`src/rtl/crono_cuenta_regresiva.sv`:
```
// Countdown timer core: hh:mm:ss packed-BCD count decremented on a 1 Hz tick,
// with every count change published as a three-cycle byte/select write burst.
module crono_cuenta_regresiva (
  input  logic       clk,
  input  logic       reset,
  input  logic       tick_1hz,
  input  logic       load,
  input  logic       start,
  input  logic       stop,
  input  logic       ack,
  input  logic [7:0] set_hh,
  input  logic [7:0] set_mm,
  input  logic [7:0] set_ss,
  output logic [7:0] hh,
  output logic [7:0] mm,
  output logic [7:0] ss,
  output logic       running,
  output logic       ring,
  output logic       load_err,
  output logic [7:0] dato,
  output logic [2:0] wr_sel
);

  typedef enum logic [1:0] {
    S_IDLE  = 2'd0,
    S_RUN   = 2'd1,
    S_PAUSE = 2'd2,
    S_DONE  = 2'd3
  } state_t;

  state_t     r_state;
  state_t     w_state_next;

  logic [7:0] r_hh;
  logic [7:0] r_mm;
  logic [7:0] r_ss;
  logic [7:0] w_hh_next;
  logic [7:0] w_mm_next;
  logic [7:0] w_ss_next;

  logic       r_load_err;
  logic       w_load_err_next;
  logic       w_change;

  logic       r_pend;
  logic [2:0] r_wr_sel;
  logic [7:0] r_dato;

  logic       w_set_valid;
  logic       w_load_ok_state;

  logic [7:0] w_ss_dec;
  logic [7:0] w_mm_dec;
  logic [7:0] w_hh_dec;
  logic       w_ss_borrow;
  logic       w_mm_borrow;
  logic [7:0] w_mm_after;
  logic [7:0] w_hh_after;
  logic       w_dec_zero;

  // Every nibble must be a decimal digit before the range limits are meaningful.
  always_comb begin
    w_set_valid = (set_hh[3:0] <= 4'd9) && (set_hh[7:4] <= 4'd9) &&
                  (set_mm[3:0] <= 4'd9) && (set_mm[7:4] <= 4'd9) &&
                  (set_ss[3:0] <= 4'd9) && (set_ss[7:4] <= 4'd9) &&
                  (set_ss <= 8'h59) && (set_mm <= 8'h59) && (set_hh <= 8'h23);
  end

  assign w_load_ok_state = (r_state != S_RUN);

  // Seconds: 00 wraps to 59 and borrows from minutes.
  always_comb begin
    w_ss_borrow = 1'b0;
    w_ss_dec    = r_ss;
    if (r_ss == 8'h00) begin
      w_ss_dec    = 8'h59;
      w_ss_borrow = 1'b1;
    end else if (r_ss[3:0] == 4'd0) begin
      w_ss_dec = {r_ss[7:4] - 4'd1, 4'd9};
    end else begin
      w_ss_dec = {r_ss[7:4], r_ss[3:0] - 4'd1};
    end
  end

  always_comb begin
    w_mm_borrow = 1'b0;
    w_mm_dec    = r_mm;
    if (r_mm == 8'h00) begin
      w_mm_dec    = 8'h59;
      w_mm_borrow = 1'b1;
    end else if (r_mm[3:0] == 4'd0) begin
      w_mm_dec = {r_mm[7:4] - 4'd1, 4'd9};
    end else begin
      w_mm_dec = {r_mm[7:4], r_mm[3:0] - 4'd1};
    end
  end

  // Hours never wrap: a borrow out of 00 hours cannot happen because 00:00:00 is terminal.
  always_comb begin
    w_hh_dec = r_hh;
    if (r_hh[3:0] == 4'd0) begin
      w_hh_dec = {r_hh[7:4] - 4'd1, 4'd9};
    end else begin
      w_hh_dec = {r_hh[7:4], r_hh[3:0] - 4'd1};
    end
  end

  always_comb begin
    w_mm_after = w_ss_borrow ? w_mm_dec : r_mm;
    w_hh_after = (w_ss_borrow && w_mm_borrow) ? w_hh_dec : r_hh;
    w_dec_zero = (w_ss_dec == 8'h00) && (w_mm_after == 8'h00) && (w_hh_after == 8'h00);
  end

  always_ff @(posedge clk) begin
    if (reset) begin
      r_state    <= S_IDLE;
      r_hh       <= 8'h00;
      r_mm       <= 8'h00;
      r_ss       <= 8'h00;
      r_load_err <= 1'b0;
    end else begin
      r_state    <= w_state_next;
      r_hh       <= w_hh_next;
      r_mm       <= w_mm_next;
      r_ss       <= w_ss_next;
      r_load_err <= w_load_err_next;
    end
  end

  // Priority: load > stop > start > tick; ack only matters in DONE.
  always_comb begin
    w_state_next    = r_state;
    w_hh_next       = r_hh;
    w_mm_next       = r_mm;
    w_ss_next       = r_ss;
    w_load_err_next = 1'b0;
    w_change        = 1'b0;

    if (load && w_load_ok_state) begin
      if (w_set_valid) begin
        w_hh_next    = set_hh;
        w_mm_next    = set_mm;
        w_ss_next    = set_ss;
        w_state_next = S_IDLE;
        w_change     = 1'b1;
      end else begin
        w_load_err_next = 1'b1;
      end
    end else begin
      case (r_state)
        S_IDLE, S_PAUSE: begin
          if (start && !((r_hh == 8'h00) && (r_mm == 8'h00) && (r_ss == 8'h00))) begin
            w_state_next = S_RUN;
          end
        end
        S_RUN: begin
          if (stop) begin
            w_state_next = S_PAUSE;
          end else if (tick_1hz) begin
            w_ss_next = w_ss_dec;
            w_mm_next = w_mm_after;
            w_hh_next = w_hh_after;
            w_change  = 1'b1;
            if (w_dec_zero) begin
              w_state_next = S_DONE;
            end
          end
        end
        S_DONE: begin
          if (ack) begin
            w_state_next = S_IDLE;
          end
        end
        default: w_state_next = S_IDLE;
      endcase
    end
  end

  // Burst: a change sets r_pend, which launches cycle 1 on the following edge
  // and overrides any burst already in flight.
  always_ff @(posedge clk) begin
    if (reset) begin
      r_pend   <= 1'b0;
      r_wr_sel <= 3'b000;
      r_dato   <= 8'h00;
    end else begin
      r_pend <= w_change;
      if (r_pend) begin
        r_wr_sel <= 3'b001;
        r_dato   <= r_ss;
      end else begin
        case (r_wr_sel)
          3'b001: begin
            r_wr_sel <= 3'b010;
            r_dato   <= r_mm;
          end
          3'b010: begin
            r_wr_sel <= 3'b100;
            r_dato   <= r_hh;
          end
          default: r_wr_sel <= 3'b000;
        endcase
      end
    end
  end

  assign hh       = r_hh;
  assign mm       = r_mm;
  assign ss       = r_ss;
  assign running  = (r_state == S_RUN);
  assign ring     = (r_state == S_DONE);
  assign load_err = r_load_err;
  assign dato     = r_dato;
  assign wr_sel   = r_wr_sel;

endmodule
```
`config.mk`:
```
export PLATFORM = sky130hd
export DESIGN_NAME = crono_cuenta_regresiva
export DESIGN_NICKNAME = d
export VERILOG_FILES = /design/src/rtl/crono_cuenta_regresiva.sv
export SDC_FILE = /design/constraint.sdc
export NUM_CORES = 1
export LEC_CHECK = 0
export ABC_AREA = 0
export CORE_MARGIN = 2
export CORE_UTILIZATION = 40
export DETAILED_ROUTE_END_ITERATION = 8
export GPL_ROUTABILITY_DRIVEN = 0
export PLACE_DENSITY = 0.78
export SYNTH_ARGS = -nofsm -noshare
export SYNTH_HDL_FRONTEND = slang
export SYNTH_SLANG_ARGS = --single-unit
```
`constraint.sdc`:
```
create_clock -name clk -period 2.2 [get_ports clk]
set_input_delay 0.44 -clock clk [delete_from_list [all_inputs] [get_ports clk]]
set_output_delay 0.44 -clock clk [all_outputs]
set_load 0.02 [all_outputs]
```
# Word-level counts from Yosys, hierarchy flattened
# Cells that the tools add are included.
classes:
  bitwise: 1
  mux: 42
  magnitude_cmp: 9
  addsub: 6
  n_eq_ne: 12
  reduce_logical: 34
ops:
  columns: ["cell", "n"]
  rows:
  - ["2-to-1 mux 8 bit", 23]
  - ["logical NOT 8 bit", 6]
  - ["<= comparator 4 bit (second input constant)", 6]
  - ["subtractor 4 x 1 -> 4 bit (second input constant)", 6]
  - ["<= comparator 8 x 7 -> 1 bit (second input constant)", 2]
  - ["one-hot mux 8 bit (2 select lines)", 1]
  - ["logical AND 1 bit", 15]
  - ["2-to-1 mux 2 bit", 7]
  - ["logical NOT 4 bit", 3]
  - ["2-to-1 mux 1 bit", 9]
  - ["<= comparator 8 x 6 -> 1 bit (second input constant)", 1]
  - ["one-hot mux 2 bit (3 select lines)", 1]
  - ["one-hot mux 3 bit (2 select lines)", 1]
  - ["OR reduction 2 bit", 3]
  - ["AND reduction 5 bit", 1]
  - ["== test 2 bit (second input constant)", 2]
  - ["inequality test 2 x 1 -> 1 bit (second input constant)", 2]
  - ["inequality test 4 x 2 -> 1 bit (second input constant)", 1]
  - ["inequality test 4 x 3 -> 1 bit (second input constant)", 1]
  - ["AND reduction 4 bit", 1]
  - ["nonzero test 2 bit", 2]
  - ["== test 3 x 1 -> 1 bit (second input constant)", 1]
  - ["== test 3 x 2 -> 1 bit (second input constant)", 1]
  - ["inequality test 3 x 2 -> 1 bit (second input constant)", 1]
  - ["other kinds (7)", 7]
totals:
  regBits: 39
  elab_cells: 113
  in_bits: 31

# Longest topological paths before layout
# Gate-level depths: netlist of the first run.
depth:
  ltp_word: 12
  depth_mapped: 9
  ltp_nobuf: 8

# Least setup slack after synthesis of the first run
# No wires, ideal clock.
synth_path:
  path_kind: "register -> register"
  from: "register r_ss[4] (netlist: ss[4])"
  to: "register r_state[1]"
  stages_incl_launch_ff: 9
  n_path_buf: 0
  slack_ns: 0.039
  synth_period_minus_slack_ns: 2.161
  required_ns: 2.116
  setup_time_ns: 0.084
  t_arrival_ns: 2.077
  path_cell_list: "dfxtp_1 inv_1 ha_1 nor3b_4 nand4_2 nor4_4 a31oi_1 and3_1 o31ai_2"
synth_via:
  elab_chain_len: 8
synth_lines:
  columns: ["element", "line", "rtl"]
  rows:
  - ["start: declaration", "36", "logic [7:0] r_ss;"]
  - ["start signal: assignment", "125", "r_ss <= w_ss_next;"]
  - ["subtractor 4 x 1 -> 4 bit / logical NOT 8 bit (equally long branches)", "79, 75, 152", null]
  - ["2-to-1 mux 8 bit / 2-to-1 mux 1 bit (equally long branches)", "78, 75", null]
  - ["2-to-1 mux 8 bit (tied with other cells)", "75", "if (r_ss == 8'h00) begin"]
  - ["logical NOT 8 bit / 2-to-1 mux 8 bit (equally long branches)", "111, 110", null]
  - ["logical AND 1 bit / logical NOT 8 bit (equally long branches)", "111", "w_dec_zero = (w_ss_dec == 8'h00) && (w_mm_after == 8'h00) && (w_hh_after == 8'h00);"]
  - ["logical AND 1 bit", "111", null]
  - ["inequality test 4 x 2 -> 1 bit (no source line)", null, null]
  - ["AND reduction 5 bit (no source line) *", null, null]
  - ["end signal: assignment", "122", "r_state <= w_state_next;"]
  - ["end: declaration", "31", "state_t r_state;"]
# Mark *: on every way between the ends. The rest lies on a longest branch, timed or not.
# A chain may end at the register's enable or synchronous reset.

# Worst setup path after layout of the first run
layout_path:
  from: "register r_state[1]"
  to: "output running"
layout_via:
  elab_chain_len: 1
layout_lines:
  columns: ["element", "line", "rtl"]
  rows:
  - ["== test 2 x 1 -> 1 bit", "210", "assign running = (r_state == S_RUN);"]
  - ["end: declaration", "17", "output logic running,"]
# No other way between the ends.

==> results of run 1 <==
==> cell type report <==
class | instances | area [um2] | area share (%)
clock inverter | 2 | 12.5 | 0.332
multi-input combinational | 266 | 1720 | 45.8
timing repair buffer | 115 | 1030 | 27.5
inverter | 12 | 45.0 | 1.20
tap | 77 | 96.3 | 2.56
sequential | 39 | 781 | 20.7
clock buffer | 6 | 72.6 | 1.93
==> cell usage in the layout, fill, tap and decap left out, drive strengths merged, types with 5 or more instances in the layout <==
cell type      netlist  routed
ha                   7       7
mux2i               13      13
buf                  7      47
nor3                12      12
nand2               37      37
a211oi              12      12
nor3b                5       5
a22oi                5       5
o21ai               26      26
nand4                6       6
nand3                8       8
and3                 5       5
nor2                39      39
o211ai               5       5
dfxtp               39      39
clkdlybuf4s50        0      68
clkbuf              18       6
inv                 12      12
nor4                10      10
a21oi               27      27
==> sequential cells by signal, summed over array words and instances, names as in the netlist <==
signal / cells
ss: 8
r_state: 2
wr_sel: 3
r_pend: 1
hh: 8
load_err: 1
dato: 8
mm: 8
==> worst max-delay path by stage <==
| stage | start | endpoint | slack [ns] | cells past startpoint |
|---|---|---|---|---|
| after floorplan | ss[4] | r_state[1] | 0.04 | 8 |
| after global placement | set_ss[5] | ss[2] | -0.07 | 8 |
| after detailed placement | set_mm[5] | mm[0] | -0.15 | 8 |
| after CTS | ss[4] | r_state[1] | 0.07 | 8 |
| after global routing | ss[0] | r_state[1] | -0.009 | 5 |
| final | r_state[1] | running | 0.09 | 3 |
==> logic make-up (layout without fill, tap and decap cells) <==
logic type      count (synthesis)  in the layout  share of synthesized area (%)
flops                          39             39                           29.8
simple gates                  144            144                           30.7
xor+xnor                        1              1                          0.334
compound gates                101            101                           24.7
mux                            13             13                           4.96
buf+inv                        37            135                           6.25
fa+ha+maj                       7              7                           3.34
==> repair_timing <==
item	CTS	global route
endpoints found under the hold margin	0	0
setup buffers	2	2
endpoints found under the setup margin	1	5
gates resized for setup	0	7
pin swaps	0	1
==> per-layer routing <==
metal | vias to the layer above | global-route usage [%]
met5 | - | 0
met1 | 1437 | 29.6
li1 | 1461 | -
met4 | 0 | 7.22
met3 | 14 | 4.18
met2 | 137 | 40.1
==> power by group through the flow <==
stage                     combinational, mW  clock (mW)  sequential, mW
after floorplan                       0.417           0           0.791
after global placement                0.683           0           0.777
after detailed placement              0.696           0           0.778
after CTS                             0.710       0.506           0.761
after global routing                  0.829       0.536           0.768
final                                 0.770       0.501           0.763
==> worst register-to-register path, stage by stage (launching register included) <==
cell and delay (ns):
dfxtp_1 0.32, inv_1 0.15, ha_2 0.25, nor4b_4 0.24, nand4_4 0.16, nor4_4 0.31, buf_4 0.19, o21ai_0 0.10
a22oi_1 0.20, nor2_1 0.05
==> metrics by stage <==
stage | setup slack [ns] | cells
final | 0.0937 | 517
after global routing | -0.00850 | 517
after CTS | 0.0685 | 515
after detailed placement | -0.145 | 505
after global placement | -0.0744 | 505
after floorplan | 0.0385 | 342
==> results.yml, run 1 <==
clock_tree:
  cts_buffer_depth: 2
  cts.sinks: 39
  insertion_delay_ns: 0.31
  clock-root-buffer: "clkbuf_8"
  cts.clk_slew.worst_paths_ns: 0.09
  cts_tree: "done"
  cts_inserted_buffers: 5
  htree_levels: 2
  postCtsHoldBufs: 0
timing:
  fmax_mhz: 475
  timing.hold.ws_ns: 0.500
  hold_violations: 0
  period_share_pct: 95.7
  tightest_slew_ns: 0.867
  min_period_ns: 2.11
  final.setup.tns_ns: 0
  finalSetupViolCount: 0
  slew_violations: 0
  maxSlewHeadroom_pct: 42.1
  skew_ns: 0.0153
min_path:
  holdCritPathClass: "flop to flop"
  hp-start: "wr_sel[0]"
  whs_endpoint: "wr_sel[1]"
  min_path_cells: 2
finish:
  drive_gt1_share_pct: 16.1
  finish.utilization_pct: 59.3
  finish.instance_area_um2: 3760
  fillCellCount: 557
  final_nets: 477
  num_antenna_cells: 0
  syn_to_final_growth_pct: 43.5
synthesis:
  syn_avg_cell_area_um2: 7.67
  async_flop_share_pct: 0
  ys_seq_area_share_pct: 29.8
  synth_edf_count: 0
  synth_common_cells: "dfxtp_1, nor2_1, nand2_1"
  synth_cell_types: 64
  postSynthCellCount: 342
  synthesis.nets: 380
  yosys_warnings: 0
  synth_area_leaders: "dfxtp_1, nor2_1, a21oi_1"
  syn_area_um2: 2620
  ys_ff_latch: 39
  synth_top_area_cell: "dfxtp_1"
  synth.top_cell.area_share_pct: 29.8
  synth_ff_type: "dfxtp_1"
drt:
  via_count: 3049
  first_iter_violations: 236
  drt-total-wl_mm: 8.49
  top_layer: "met4"
  first_pass_iters: 5
  wl_per_cell_um: 16.4
  drc: 0
  ant_nets: 0
  met2_length_mm: 4.23
  wl_met3_um: 665
  via_per_inst: 5.90
  met1_length_mm: 3.44
setup_path:
  crit_chain: "nand2b_1, inv_2, clkdlybuf4s50_1"
  reg2reg_depth: 9
  cp_slowest_cell: "clkdlybuf4s50_1"
  crit_family: "buffers and inverters"
  worstPathMaxFanout: 7
  end_kind: "output pin"
  crit_type: "flop to output pin"
  regToRegStartpoint: "mm[4]"
  crit_buf_inv: 2
  required_ns: 1.76
  cp.arrival_ns: 1.67
  cp-start-kind: "flop"
  slowest_delay_ns: 0.61
  r2r_setup_slack_ns: 0.10
  r2r-end: "hh[4]"
placement:
  placed_cell_area_um2: 3600
  io_buffers: 68
  dp_hpwl_mm: 6.22
global_route:
  grt_overflow: 0
  grt_pass1_wl_mm: 13.7
  grt_max_degree: 39
  first_global_vias: 2898
  antenna_found_initial: 0
  track_usage_pct: 23.3
floorplanning:
  die_h_um: 85.0
  core_um2: 6350
  dieArea_um2: 7220
  ioPinCount: 69
  rows: 29
  fp.dieW_um: 85.0
  start_util_pct: 41.3
job:
  cap_violations: 0
pwr:
  finalPower_mw: 2.03
  switching_power_mw: 0.716
  power_frac_seq_pct: 37.5
  p_int_mw: 1.32
  power_frac_clock_pct: 24.6
  irDropWorstVdd_mv: 0.300
  swShare_pct: 35.2
  p_leak_nw: 1.38
  comb_power_share_pct: 37.8
  powerDensity_nw_per_um2: 540
run_status:
  status: "finished clean"
Note: power is estimated with default switching activity, not from simulation.
==> run 2: changes to the inputs <==
--- a/config.mk
+++ b/config.mk
@@ -6,11 +6,13 @@
 export NUM_CORES = 1
 export LEC_CHECK = 0
 export ABC_AREA = 0
+export CORE_ASPECT_RATIO = 0.7
 export CORE_MARGIN = 2
 export CORE_UTILIZATION = 40
 export DETAILED_ROUTE_END_ITERATION = 8
 export GPL_ROUTABILITY_DRIVEN = 0
-export PLACE_DENSITY = 0.78
+export PLACE_DENSITY = 0.73
+export REMOVE_ABC_BUFFERS = 1
 export SYNTH_ARGS = -nofsm -noshare
 export SYNTH_HDL_FRONTEND = slang
 export SYNTH_SLANG_ARGS = --single-unit
==> results.yml, run 2 (synthesized netlist as in run 1, its figures left out) <==
run_status:
  status: "finished clean"
placement:
  io_buffers: 68
  place_inst: 511
  placed_cell_area_um2: 3680
  dp_hpwl_mm: 6.53
clock_tree:
  htree_levels: 2
  clock-root-buffer: "clkbuf_8"
  cts_tree: "done"
  cts_buffer_depth: 2
  cts.clk_slew.worst_paths_ns: 0.08
  cts_inserted_buffers: 5
  cts.sinks: 39
  postCtsHoldBufs: 0
  insertion_delay_ns: 0.30
global_route:
  track_usage_pct: 24.2
  first_global_vias: 2807
  top_usage_layer: "met2"
  met2_usage_pct: 37.8
  grt_use_met3_pct: 4.39
  grt_overflow: 0
  antenna_found_initial: 0
  grtUsageMet1_pct: 34.5
  grt_pass1_wl_mm: 13.8
  grt_max_degree: 23
floorplanning:
  fp.dieW_um: 101
  ioPinCount: 69
  dieArea_um2: 7230
  rows: 24
  start_util_pct: 41.8
  core_um2: 6280
  die_h_um: 71.8
setup_path:
  cp.arrival_ns: 2.35
  crit_buf_inv: 0
  cp_slowest_cell: "or4_1"
  crit_chain: "or4_1, nor4_1, mux2i_1, nand4_1, o31ai_2"
  crit_family: "simple AND/OR/NAND/NOR gates"
  slowest_delay_ns: 0.65
  end_kind: "flop"
  crit_type: "flop to flop"
  worstPathMaxFanout: 8
  cp-start-kind: "flop"
  required_ns: 2.41
pwr:
  powerDensity_nw_per_um2: 541
  p_int_mw: 1.37
  power_frac_clock_pct: 24.4
  power_frac_seq_pct: 36.5
  swShare_pct: 34.4
  p_leak_nw: 1.43
  comb_power_share_pct: 39.1
  irDropWorstVdd_mv: 0.331
  switching_power_mw: 0.716
finish:
  final_nets: 483
  final_common_cell: "clkdlybuf4s50_1"
  num_antenna_cells: 0
  syn_to_final_growth_pct: 46.8
  stdcell_count: 523
  finish.instance_area_um2: 3850
  mostFrequentLayoutCells: "clkdlybuf4s50_1, buf_4, dfxtp_1"
  drive_gt1_share_pct: 18.0
  finish.utilization_pct: 61.4
timing:
  finalSetupViolCount: 0
  slew_violations: 0
  tightest_slew_ns: 0.956
  period_share_pct: 97.1
  fmax_mhz: 468
  skew_ns: 0.00375
  min_period_ns: 2.14
  maxSlewHeadroom_pct: 36.2
  hold_violations: 0
  timing.hold.ws_ns: 0.495
drt:
  via_count: 3121
  via_per_inst: 5.97
  wl_per_cell_um: 17.0
  first_pass_iters: 5
  drt-total-wl_mm: 8.87
  ant_nets: 0
  first_iter_violations: 225
  drc: 0
min_path:
  holdCritPathClass: "flop to flop"
job:
  cap_violations: 0
## run 2: cell count changes in the layout (fill, tap and decap cells not counted), sizes merged
cell / delta
clkinvlp: -1
buf: +6
## run 2: final timing paths
| path | startpoint | endpoint | slack, ns | depth (start not counted) |
|---|---|---|---|---|
| worst min register to register | dato[2] | dato[2] | 0.50 | 2 |
| worst min-delay path | dato[2] | dato[2] | 0.50 | 2 |
| worst max-delay path | ss[2] | r_state[1] | 0.06 | 5 |
| worst max register to register | ss[2] | r_state[1] | 0.06 | 5 |
## run 2: layout make-up
class,instances,area (um2)
clock buffer,6,82.6
tap,78,97.6
inverter,12,45.0
fill,577,2420
sequential,39,781
timing repair buffer,121,1120
clock inverter,1,5.00
multi-input combinational,266,1720
## run 2: per-layer routing
layer,vias up,share of wire (%),routed length [um]
li1,1475,-,-
met1,1445,43,3810
met2,186,45,3950
met3,15,11,959
met4,0,1.6,138
met5,-,0,0
## run 2: through the flow
| stage | TNS, ns | power (mW) | setup slack [ns] |
|---|---|---|---|
| after floorplan | -0.110 | 1.18 | -0.107 |
| after global placement | -1.43 | 1.50 | -0.138 |
| after detailed placement | -0.920 | 1.51 | -0.122 |
| after CTS | 0 | 2.01 | 0.0445 |
| after global routing | -0.0356 | 2.19 | -0.0190 |
| final | 0 | 2.08 | 0.0644 |
## run 2: repair_timing
item                                    CTS  global route
endpoints found under the setup margin    0             4
gates resized for setup                   0             9
setup buffers                             0             5
## run 2: power groups by stage
| stage | Combinational [mW] | Clock [mW] | Sequential [mW] |
|---|---|---|---|
| after floorplan | 0.381 | 0 | 0.798 |
| after global placement | 0.725 | 0 | 0.774 |
| after detailed placement | 0.737 | 0 | 0.774 |
| after CTS | 0.740 | 0.513 | 0.758 |
| after global routing | 0.876 | 0.550 | 0.763 |
| final | 0.816 | 0.508 | 0.760 |
## run 2: worst reg2reg max path, delay by kind of cell, from the launching register on
| family | cells | cell delay (ns) |
|---|---|---|
| compound gates | 1 | 0.21 |
| flops | 1 | 0.42 |
| mux | 1 | 0.29 |
| simple gates | 3 | 1.12 |
==> run 3: changes to the inputs <==
--- a/config.mk
+++ b/config.mk
@@ -7,12 +7,11 @@
 export LEC_CHECK = 0
 export ABC_AREA = 0
 export CORE_ASPECT_RATIO = 0.7
-export CORE_MARGIN = 2
+export CORE_MARGIN = 8
 export CORE_UTILIZATION = 40
 export DETAILED_ROUTE_END_ITERATION = 8
 export GPL_ROUTABILITY_DRIVEN = 0
-export PLACE_DENSITY = 0.73
-export REMOVE_ABC_BUFFERS = 1
+export PLACE_DENSITY = 0.71
 export SYNTH_ARGS = -nofsm -noshare
 export SYNTH_HDL_FRONTEND = slang
 export SYNTH_SLANG_ARGS = --single-unit
==> results.yml, run 3 (synthesized netlist as in run 1, its figures left out) <==
floorplanning:
  start_util_pct: 41.8
  rows: 24
  dieArea_um2: 9450
  core_um2: 6280
  ioPinCount: 69
  die_h_um: 83.8
  fp.dieW_um: 113
clock_tree:
  cts_inserted_buffers: 5
  postCtsHoldBufs: 0
  cts_buffer_depth: 2
  htree_levels: 2
  cts.sinks: 39
  cts.clk_slew.worst_paths_ns: 0.07
  insertion_delay_ns: 0.31
  clock-root-buffer: "clkbuf_8"
  cts_tree: "done"
timing:
  maxSlewHeadroom_pct: 58.0
  finalSetupViolCount: 0
  fmax_mhz: 467
  rsz0062_at_grt: "true"
  min_period_ns: 2.14
  slew_violations: 0
  hold_violations: 0
  tightest_slew_ns: 0.630
  skew_ns: 0.0142
  period_share_pct: 97.4
global_route:
  antenna_found_initial: 0
  grt_overflow: 0
  grt_pass1_wl_mm: 14.7
  track_usage_pct: 18.9
  grt_max_degree: 24
  first_global_vias: 2886
finish:
  drive_gt1_share_pct: 19.8
  finish.utilization_pct: 62.0
  num_antenna_cells: 0
  syn_to_final_growth_pct: 48.2
  mostFrequentLayoutCells: "clkdlybuf4s50_1, buf_4, nor2_1"
  final_nets: 492
  final_common_cell: "clkdlybuf4s50_1"
  fillCellCount: 584
setup_path:
  cp-start-kind: "primary input"
  cp_slowest_cell: "o21a_1"
  worstPathMaxFanout: 11
  slowest_delay_ns: 0.50
  crit_family: "buffers and inverters"
  required_ns: 2.38
  crit_buf_inv: 3
  cp_common_cell: "buf_4"
  crit_cells: 8
  reg2reg_depth: 9
  regToRegStartpoint: "ss[4]"
  cp.arrival_ns: 2.33
  crit_type: "primary input to flop"
  worstSetupStartpoint: "set_mm[1]"
  end_kind: "flop"
  crit_chain: "clkdlybuf4s50_1, o21ai_0, buf_4, nand4_1, o21a_1, buf_4, a2bb2oi_1, nor2_1"
drt:
  ant_nets: 0
  via_count: 3068
  drt-total-wl_mm: 8.97
  drc: 0
  first_iter_violations: 282
  wl_per_cell_um: 16.8
  first_pass_iters: 5
  via_per_inst: 5.76
min_path:
  holdCritPathClass: "flop to flop"
  min_path_cells: 2
  hp-start: "wr_sel[0]"
job:
  cap_violations: 0
pwr:
  switching_power_mw: 0.710
  p_leak_nw: 1.47
  irDropWorstVdd_mv: 0.284
  power_frac_clock_pct: 23.4
  p_int_mw: 1.35
  powerDensity_nw_per_um2: 531
  comb_power_share_pct: 39.7
  power_frac_seq_pct: 36.9
  swShare_pct: 34.4
  finalPower_mw: 2.07
placement:
  io_buffers: 68
  dp_hpwl_mm: 6.90
run_status:
  status: "finished clean"
## run 3: layer usage
metal | GRT usage (%) | up-vias | wire length, um
met4 | 5.00 | 0 | 106
met5 | 0 | - | 0
met2 | 29.8 | 144 | 3930
met1 | 24.5 | 1426 | 4060
met3 | 5.49 | 12 | 872
li1 | - | 1486 | -
## run 3: cell type report
| cell class | instances | area, um2 | share of cell area, % |
|---|---|---|---|
| inverters | 12 | 45.0 | 1.16 |
| clock inverters | 1 | 5.00 | 0.129 |
| well taps | 78 | 97.6 | 2.51 |
| multi-input cells | 266 | 1720 | 44.2 |
| flip-flops and latches | 39 | 782 | 20.1 |
| clock buffers | 7 | 76.3 | 1.96 |
| repair buffers | 130 | 1160 | 29.9 |
## run 3: worst paths after layout
path                                    to  slack (ns)
worst max-delay path                 hh[2]        0.06
worst min-delay path             wr_sel[1]        0.49
worst max register to register  r_state[1]        0.07
worst min register to register   wr_sel[1]        0.49
## run 3: timing repair
action / in CTS / in global routing
endpoints found under the setup margin: 0 / 10
buffers inserted: 0 / 6
gates resized for setup: 0 / 12
## run 3: metrics by stage
| step | hold slack [ns] | cells | setup WS [ns] | cell area (um2) | setup TNS (ns) |
|---|---|---|---|---|---|
| detailed placement | 0.486 | 519 | -0.231 | 3720 | -3.18 |
| floorplan | 0.543 | 342 | 0.0385 | 2620 | 0 |
| global placement | 0.474 | 519 | -0.118 | 3720 | -1.58 |
| CTS | 0.497 | 527 | 0.0469 | 3800 | 0 |
| global route | 0.532 | 533 | -0.0274 | 3890 | -0.0694 |
| finish | 0.494 | 533 | 0.0571 | 3890 | 0 |
## run 3: power by group through the flow
| stage | registers (mW) | logic (mW) | clock network (mW) |
|---|---|---|---|
| final | 0.762 | 0.819 | 0.484 |
| after global routing | 0.766 | 0.887 | 0.523 |
| after CTS | 0.759 | 0.747 | 0.492 |
| after detailed placement | 0.776 | 0.743 | 0 |
| after global placement | 0.774 | 0.729 | 0 |
| after floorplan | 0.791 | 0.417 | 0 |
## run 3: worst reg2reg max path, stage by stage (launching register included)
cell     delay [ns]
dfxtp_1        0.31
inv_1          0.09
ha_2           0.20
nor3b_4        0.30
buf_4          0.17
and3_4         0.21
and3_4         0.20
nand2_1        0.05
o32a_1         0.31
o31ai_2        0.21
